===== config.mk =====
export PLATFORM = sky130hd
export DESIGN_NAME = tdm_demux2
export DESIGN_NICKNAME = d
export VERILOG_FILES = /design/src/rtl/tdm_demux2.sv
export SDC_FILE = /design/constraint.sdc
export NUM_CORES = 1
export LEC_CHECK = 0
export CAP_MARGIN = 20
export CORE_MARGIN = 2
export CORE_UTILIZATION = 59
export CTS_BUF_LIST = sky130_fd_sc_hd__clkbuf_8
export DETAILED_ROUTE_END_ITERATION = 10
export GPL_ROUTABILITY_DRIVEN = 0
export PLACE_DENSITY_LB_ADDON = 0.08
export SYNTH_ARGS = -nofsm -noshare
export SYNTH_HDL_FRONTEND = slang
export SYNTH_SLANG_ARGS = --single-unit

===== constraint.sdc =====
create_clock -name clk -period 3 [get_ports clk]
set_input_delay 0.3 -clock clk [delete_from_list [all_inputs] [get_ports clk]]
set_output_delay 0.3 -clock clk [all_outputs]
set_load 0.005 [all_outputs]

===== src/rtl/tdm_demux2.sv =====
// tdm_demux2: receive side of the 2:1 multiplexed sample link.
// Rebuilds A/B pairs, counts them, flags slot errors and stalls.
module tdm_demux2 #(
  parameter int WIDTH   = 4,
  parameter int CNT_W   = 8,
  parameter int TIMEOUT = 15
) (
  input  logic             clk,
  input  logic             rst_n,
  input  logic [WIDTH-1:0] d_in,
  input  logic             d_valid,
  input  logic             frame_sync,
  output logic [WIDTH-1:0] da_out,
  output logic [WIDTH-1:0] db_out,
  output logic             pair_valid,
  output logic             locked,
  output logic             sync_err,
  output logic [CNT_W-1:0] pair_cnt
);

  localparam logic [1:0] SEEK   = 2'd0;
  localparam logic [1:0] WAIT_B = 2'd1;
  localparam logic [1:0] WAIT_A = 2'd2;
  localparam logic [7:0] TO     = 8'(TIMEOUT);

  logic [1:0]       state_q, state_d;
  logic [WIDTH-1:0] a_q, a_d;
  logic [WIDTH-1:0] da_q, da_d;
  logic [WIDTH-1:0] db_q, db_d;
  logic             pv_q, pv_d;
  logic             err_q, err_d;
  logic             lock_q, lock_d;
  logic [CNT_W-1:0] cnt_q, cnt_d;
  logic [7:0]       idle_q, idle_d;
  logic [7:0]       idle_inc;

  assign idle_inc = idle_q + 8'd1;

  // Slot tracking, pair assembly and error detection.
  always_comb begin
    state_d = state_q;
    a_d     = a_q;
    da_d    = da_q;
    db_d    = db_q;
    pv_d    = 1'b0;
    err_d   = 1'b0;
    cnt_d   = cnt_q;
    idle_d  = idle_q;
    case (state_q)
      SEEK: begin
        if (d_valid && frame_sync) begin
          a_d     = d_in;
          state_d = WAIT_B;
          idle_d  = '0;
        end
      end
      WAIT_B: begin
        if (d_valid) begin
          idle_d = '0;
          if (frame_sync) begin
            err_d = 1'b1;
            a_d   = d_in;
          end else begin
            da_d    = a_q;
            db_d    = d_in;
            pv_d    = 1'b1;
            cnt_d   = cnt_q + 1'b1;
            state_d = WAIT_A;
          end
        end else if (idle_inc == TO) begin
          err_d   = 1'b1;
          state_d = SEEK;
          a_d     = '0;
          idle_d  = '0;
        end else begin
          idle_d = idle_inc;
        end
      end
      WAIT_A: begin
        if (d_valid) begin
          idle_d = '0;
          if (frame_sync) begin
            a_d     = d_in;
            state_d = WAIT_B;
          end else begin
            err_d   = 1'b1;
            state_d = SEEK;
          end
        end
      end
      default: begin
        err_d   = 1'b1;
        state_d = SEEK;
        a_d     = '0;
        idle_d  = '0;
      end
    endcase
    lock_d = (state_d != SEEK);
  end

  // State and registered outputs.
  always_ff @(posedge clk or negedge rst_n) begin
    if (!rst_n) begin
      state_q <= SEEK;
      a_q     <= '0;
      da_q    <= '0;
      db_q    <= '0;
      pv_q    <= 1'b0;
      err_q   <= 1'b0;
      lock_q  <= 1'b0;
      cnt_q   <= '0;
      idle_q  <= '0;
    end else begin
      state_q <= state_d;
      a_q     <= a_d;
      da_q    <= da_d;
      db_q    <= db_d;
      pv_q    <= pv_d;
      err_q   <= err_d;
      lock_q  <= lock_d;
      cnt_q   <= cnt_d;
      idle_q  <= idle_d;
    end
  end

  assign da_out     = da_q;
  assign db_out     = db_q;
  assign pair_valid = pv_q;
  assign sync_err   = err_q;
  assign locked     = lock_q;
  assign pair_cnt   = cnt_q;

endmodule


==> flow_metrics.env <==
export IMPL_outcome="finished clean"
export IMPL_min_path_type="in2async"
export IMPL_finalHoldViolations=0
export IMPL_die_width_um=57.6
export IMPL_post_drt_wl_per_cell_um=14.9
export IMPL_synth_simple_area_share_pct=17.3
export IMPL_fin_area_um2=2070
export IMPL_clkTransAtPathRegs_ns=0.07
export IMPL_syn_inst=151
export IMPL_p_leak_uw=0.000930
export IMPL_async_reset_ff_share_pct=100
export IMPL_post_place_cells=203
export IMPL_diodes=0
export IMPL_yosysSeqAreaShare_pct=48.7
export IMPL_ys_flop_type="dfrtp_1"
export IMPL_cp_data_arrival_time_ns=2.33
export IMPL_register_area_um2=826
export IMPL_p_sw_share_pct=27.0
export IMPL_dr_pass1_iters=4
export IMPL_p_comb_share_pct=26.2
export IMPL_grt_pass1_wl_um=5400
export IMPL_post_dp_hpwl_um=2250
export IMPL_synth_area_leader_cell="dfrtp_1"
export IMPL_whs_ns=0.410
export IMPL_period_needed_ns=2.12
export IMPL_viasPerCell=5.91
export IMPL_cp_cell_sequence="clkdlybuf4s50_1, nand2b_4, nor3b_4, buf_4, nand4_4, nor3_2, xor2_1"
export IMPL_rows=19
export IMPL_multi_input_area_um2=808
export IMPL_muxShareOfSynthArea_pct=10.1
export IMPL_grt_pass1_vias=1143
export IMPL_p_clk_share_pct=29.0
export IMPL_layout_drive_gt1_share_pct=16.7
export IMPL_clock_latency_ns=0.29
export IMPL_grt_overflow=0
export IMPL_synth_seq_cells=33
export IMPL_vias=1247
export IMPL_post_cts_repair_setup_buffers=0
export IMPL_synth_cell_type_count=42
export IMPL_final_common_cell="dfrtp_1"
export IMPL_die_h_um=57.6
export IMPL_setup_viol=0
export IMPL_p_int_uw=1070
export IMPL_fin_crit_sh_pct=70.5
export IMPL_rsz0062_at_grt="no"
export IMPL_layout_common_cells="33 x dfrtp_1, 26 x clkdlybuf4s50_1, 15 x nand2_1"
export IMPL_synth_compound_area_share_pct=12.9
export IMPL_drt_iter0_markers=30
export IMPL_power_switching_uw=395
export IMPL_ir_drop_mv=0.633
export IMPL_synth_top_family_by_area="simple AND/OR/NAND/NOR gates"
export IMPL_cpPeakStageDelay_ns=0.71
export IMPL_grtUsageTotal_pct=21.6
export IMPL_max_slew_worst_pin_slew_ns=0.464
export IMPL_wl_um=3150
export IMPL_root_buffer="clkbuf_8"
export IMPL_critPathRequiredTime_ns=3.22
export IMPL_powerDensity_nw_per_um2=706
export IMPL_area_growth_pct=22.2
export IMPL_syn_nets=162
export IMPL_synthXorXnorAreaFrac_pct=5.17
export IMPL_yosys_area_share_adder_pct=2.21
export IMPL_max_slew_margin_rel_pct=69.1
export IMPL_syn_area_per_cell_um2=11.2
export IMPL_netlist_area_um2=1700
export IMPL_antenna_found_initial=0
export IMPL_start_util_pct=62.0
export IMPL_ant_nets=0
export IMPL_endpoint_kind="register"
export IMPL_dpl_cell_area_um2=1960
export IMPL_ios=27
export IMPL_finalNonFillerCells=211
export IMPL_dieArea_um2=3320
export IMPL_pwr_share_seq_pct=44.8
export IMPL_slew_violations=0
export IMPL_drc=0
export IMPL_num_fill_cells=204
export IMPL_cts_resized_gates=0
export IMPL_clockBufferDepth=2
export IMPL_grt_max_degree=34
export IMPL_synth_top_area_share_pct=48.7
export IMPL_crit_type="in2reg"
export IMPL_cts_htree_levels=2
export IMPL_core_um2=2730
export IMPL_num_nets_final=190
export IMPL_numPortBuffers=26
export IMPL_skew_ns=0.00613
export IMPL_crit_path_top_delay_cell="clkdlybuf4s50_1"
export IMPL_cts_tree="yes"
export IMPL_cp_max_fo=11
export IMPL_clkSinkCount=33
export IMPL_cp_start_kind="input port"
export IMPL_setup_tns_ns=0
export IMPL_synth_warnings=0
export IMPL_fmax_ghz=0.473
export IMPL_synth_top_cells_by_area="dfrtp_1 49%, mux2_2 6.0%, mux2_4 3.5%"
export IMPL_hold_buffers=0
export IMPL_synth_enable_flop_cells=0
export IMPL_maxCapViolCount=0
export IMPL_cts_buffers=5
export IMPL_total_power_uw=1460
power groups by stage:
| stage | registers [µW] | logic [µW] | clock network (µW) |
|---|---|---|---|
| 2_1_floorplan | 646 | 195 | 0 |
| 3_3_place_gp | 660 | 377 | 0 |
| 3_5_place_dp | 665 | 385 | 0 |
| 4_1_cts | 656 | 389 | 430 |
| 5_1_grt | 675 | 419 | 454 |
| 6_report | 656 | 383 | 424 |
critical path, delay by kind of cell:
kind / cells / cell delay (ns)
buffers and inverters: 2 / 0.96
AND/OR/NAND/NOR: 4 / 0.91
XOR/XNOR: 1 / 0.16
cell families after synthesis:
family	after synthesis
flip-flops	33
multiplexers	14
adder cells (fa/ha/maj)	3
AND/OR/NAND/NOR	48
AO/OA/AOI/OAI	34
XOR/XNOR	10
buffers and inverters	9
final cells by class:
class / instances / area share, %
clock inverters: 2 / 1.63
repair buffers: 28 / 13.3
inverters: 2 / 0.362
well taps: 31 / 1.87
multi-input cells: 109 / 39.0
flip-flops and latches: 33 / 39.9
clock buffers: 6 / 3.99
stage by stage:
step / setup slack, ns / util, %
3_5_place_dp: 0.559 / 71.5
5_1_grt: 0.744 / 75.8
2_1_floorplan: 1.36 / -
3_3_place_gp: 0.665 / 71.5
4_1_cts: 0.871 / 75.8
6_report: 0.884 / 75.8
final timing paths:
kind / start / end / slack, ns / cells past startpoint
setup / recovery: d_valid / pair_cnt[7]$_DFFE_PN0P_ / 0.88 / 7
hold / removal: rst_n / idle_q[5]$_DFFE_PN0P_ / 0.41 / 2
min in group clk: pair_cnt[7]$_DFFE_PN0P_ / pair_cnt[7]$_DFFE_PN0P_ / 0.49 / 1
hold reg to reg: pair_cnt[7]$_DFFE_PN0P_ / pair_cnt[7]$_DFFE_PN0P_ / 0.49 / 1
max in group asynchronous: rst_n / a_q[3]$_DFFE_PN0P_ / 2.29 / 2
setup reg to reg: state_q[0]$_DFF_PN0_ / pair_cnt[7]$_DFFE_PN0P_ / 1.01 / 5
Yosys cell counts, types with 2 or more instances:
cell type,count
a22oi_1,4
a31oi_1,6
o22ai_1,4
o21ai_0,10
inv_1,2
mux2_2,9
mux2_4,4
xor2_1,6
nand4_1,4
nand2_1,15
dfrtp_1,33
nor3_1,2
ha_1,3
clkbuf_1,2
a21o_1,2
a21boi_0,4
and2b_1,2
nand3_1,4
xnor2_1,4
nor2_1,7
buf_6,3
sequential cells by signal (all words and copies together) (netlist names):
signal,cells
a_q,4
da_out,4
db_out,4
idle_q,8
locked,1
pair_cnt,8
pair_valid,1
state_q,2
sync_err,1
per-layer routing:
layer | global-route usage (%) | vias up | wire length (µm)
met3 | 7.94 | 6 | 192
li1 | - | 600 | -
met2 | 32.0 | 34 | 1480
met5 | 0 | - | 0
met1 | 29.2 | 607 | 1420
met4 | 7.97 | 0 | 55
(Power assumes the default switching activity.)
==> RTL edit, RTL diff (same flow settings) <==
Reset style: synchronous (`rst_n`), changed in one clocked block.
--- a/src/rtl/tdm_demux2.sv
+++ b/src/rtl/tdm_demux2.sv
@@ -100,5 +100,5 @@
 
   // State and registered outputs.
-  always_ff @(posedge clk or negedge rst_n) begin
+  always_ff @(posedge clk) begin
     if (!rst_n) begin
       state_q <= SEEK;
Formal check against the unedited RTL: differs if rst_n is asserted again (counterexample within 4 cycles, from zero or initial values and one cycle with rst_n low); with rst_n held inactive, the same outputs for 10 cycles.
==> RTL edit against the original RTL <==
Cell area down 9.2%; core utilization grew 0.87 points; area after synthesis is 10% lower; count of clock-buffer cells in the layout unchanged; worst setup slack improved by 100 ps; wire length grew 14%; sequential cell count unchanged.
Power is not compared: it rests on default switching activity, and its combinational part moved more than twofold at a synthesized area within 25%.
==> RTL edit: results (changes against the original RTL) <==
WL_PER_CELL_UM=14.9  # -0.15%
COUNT_OF_DISTINCT_CELL_TYPES_IN_THE_SYNTHESIZED_NETLIST=40  # -4.8%
WORST_HOLD_PATH.NUM_CELLS=2
WORST_EP_ARRIVAL_TIME_PS=2210  # -120 ps
TIMING.HOLD.WORST.START='a_q[3]'
GLOBALROUTEMET3UTIL=0.0874  # +0.00807
HOLDWS_PS=454  # +43.9 ps
YOSYS-TOP-CELLS-COUNT='33 x dfxtp_1, 31 x nand2_1, 24 x a21oi_1'
YS.FLOP_TYPE='dfxtp_1'
GRT_FIRST_PASS_WIRELENGTH_UM=5480  # +1.4%
FILLERS=175  # -14%
FINAL_MIN_PERIOD_OVER_CLOCK_PERIOD=0.671  # -0.0341
VIAS_IN_THE_FIRST_GLOBAL_ROUTE=1191  # +4.2%
CLOCKBUFFERDEPTH=2  # unchanged
GRT_START_MAX_NET_PINS=22  # -35%
TIMING.CLOCK.SKEW_PS=5.99  # -0.143 ps
GRT_UTIL_MET2=0.417  # +0.0969
POSTSYNTHNETCOUNT=195  # +20%
DR_TOTAL_VIAS=1455  # +17%
WORSTSETUPENDPOINT='idle_q[2]'
CRIT_START='idle_q[0]'
WORST_PIN_SLEW_PS=809  # +345 ps
CELL_TYPES_WITH_THE_LARGEST_AREA_SHARE_AFTER_SYNTHESIS='dfxtp_1 43%, a21oi_1 7.9%, nand2_1 7.7%'
DP_HPWL_UM=2370  # +5.3%
LAYOUT.NETS=221  # +16%
PRE_CTS_SLACK_PS=793  # +233 ps
HP-CLASS='register to register'
FF2FF_SETUP_SLACK_PS=990  # -20 ps
PART_OF_THE_YOSYS_AREA_USED_FOR_SEQUENTIAL_ELEMENTS=0.435  # -0.0525
STATUS='completed'
GRT_USE_MET1=0.321  # +0.0296
LAYOUT_CELL_SHARE_WITH_DRIVE_STRENGTH_BEYOND_1=0.0619  # -0.105
-- RTL edit: final cells by class --
type | count | share of cell area
Tap cell | 30 | 0.0199
Inverter | 7 | 0.0140
Clock inverter | 1 | 0.00199
Timing Repair Buffer | 28 | 0.146
Clock buffer | 6 | 0.0439
Multi-Input combinational cell | 135 | 0.423
Sequential cell | 33 | 0.351
-- RTL edit: cell families after synthesis --
| group | share of synthesized area |
|---|---|
| compound gates | 0.218 |
| flops | 0.435 |
| xor+xnor | 0.0403 |
| buf+inv | 0.0420 |
| fa+ha+maj | 0.0247 |
| simple gates | 0.240 |
-- RTL edit: power groups by stage --
| stage | Clock [mW] | Sequential [mW] | Combinational [mW] |
|---|---|---|---|
| after CTS | 0.335 | 0.451 | 0.0573 |
| after global routing | 0.353 | 0.452 | 0.0629 |
| after global placement | 0 | 0.460 | 0.0548 |
| after floorplan | 0 | 0.458 | 0.0338 |
| final | 0.329 | 0.452 | 0.0577 |
| after detailed placement | 0 | 0.461 | 0.0563 |
-- RTL edit: routing by layer --
metal,vias up,share of wire,routed length [um]
li1,706,-,-
met1,689,0.44,1570
met2,48,0.48,1720
met3,12,0.054,192
met4,0,0.025,89
met5,-,0,0
-- RTL edit: metrics by stage --
step,cells,instance area [um^2],util,power (mW)
2_1_floorplan,184,1520,-,0.492
3_3_place_gp,233,1800,0.731,0.515
3_5_place_dp,233,1800,0.731,0.517
4_1_cts,240,1880,0.767,0.844
5_1_grt,240,1880,0.767,0.868
6_report,240,1880,0.767,0.839
-- RTL edit: critical path, stage by stage, from the launching register on --
cell      delay, ps
dfxtp_1         340
ha_1            230
and3_4          210
a31oi_1         630
o311ai_0        270
a31oi_1         260
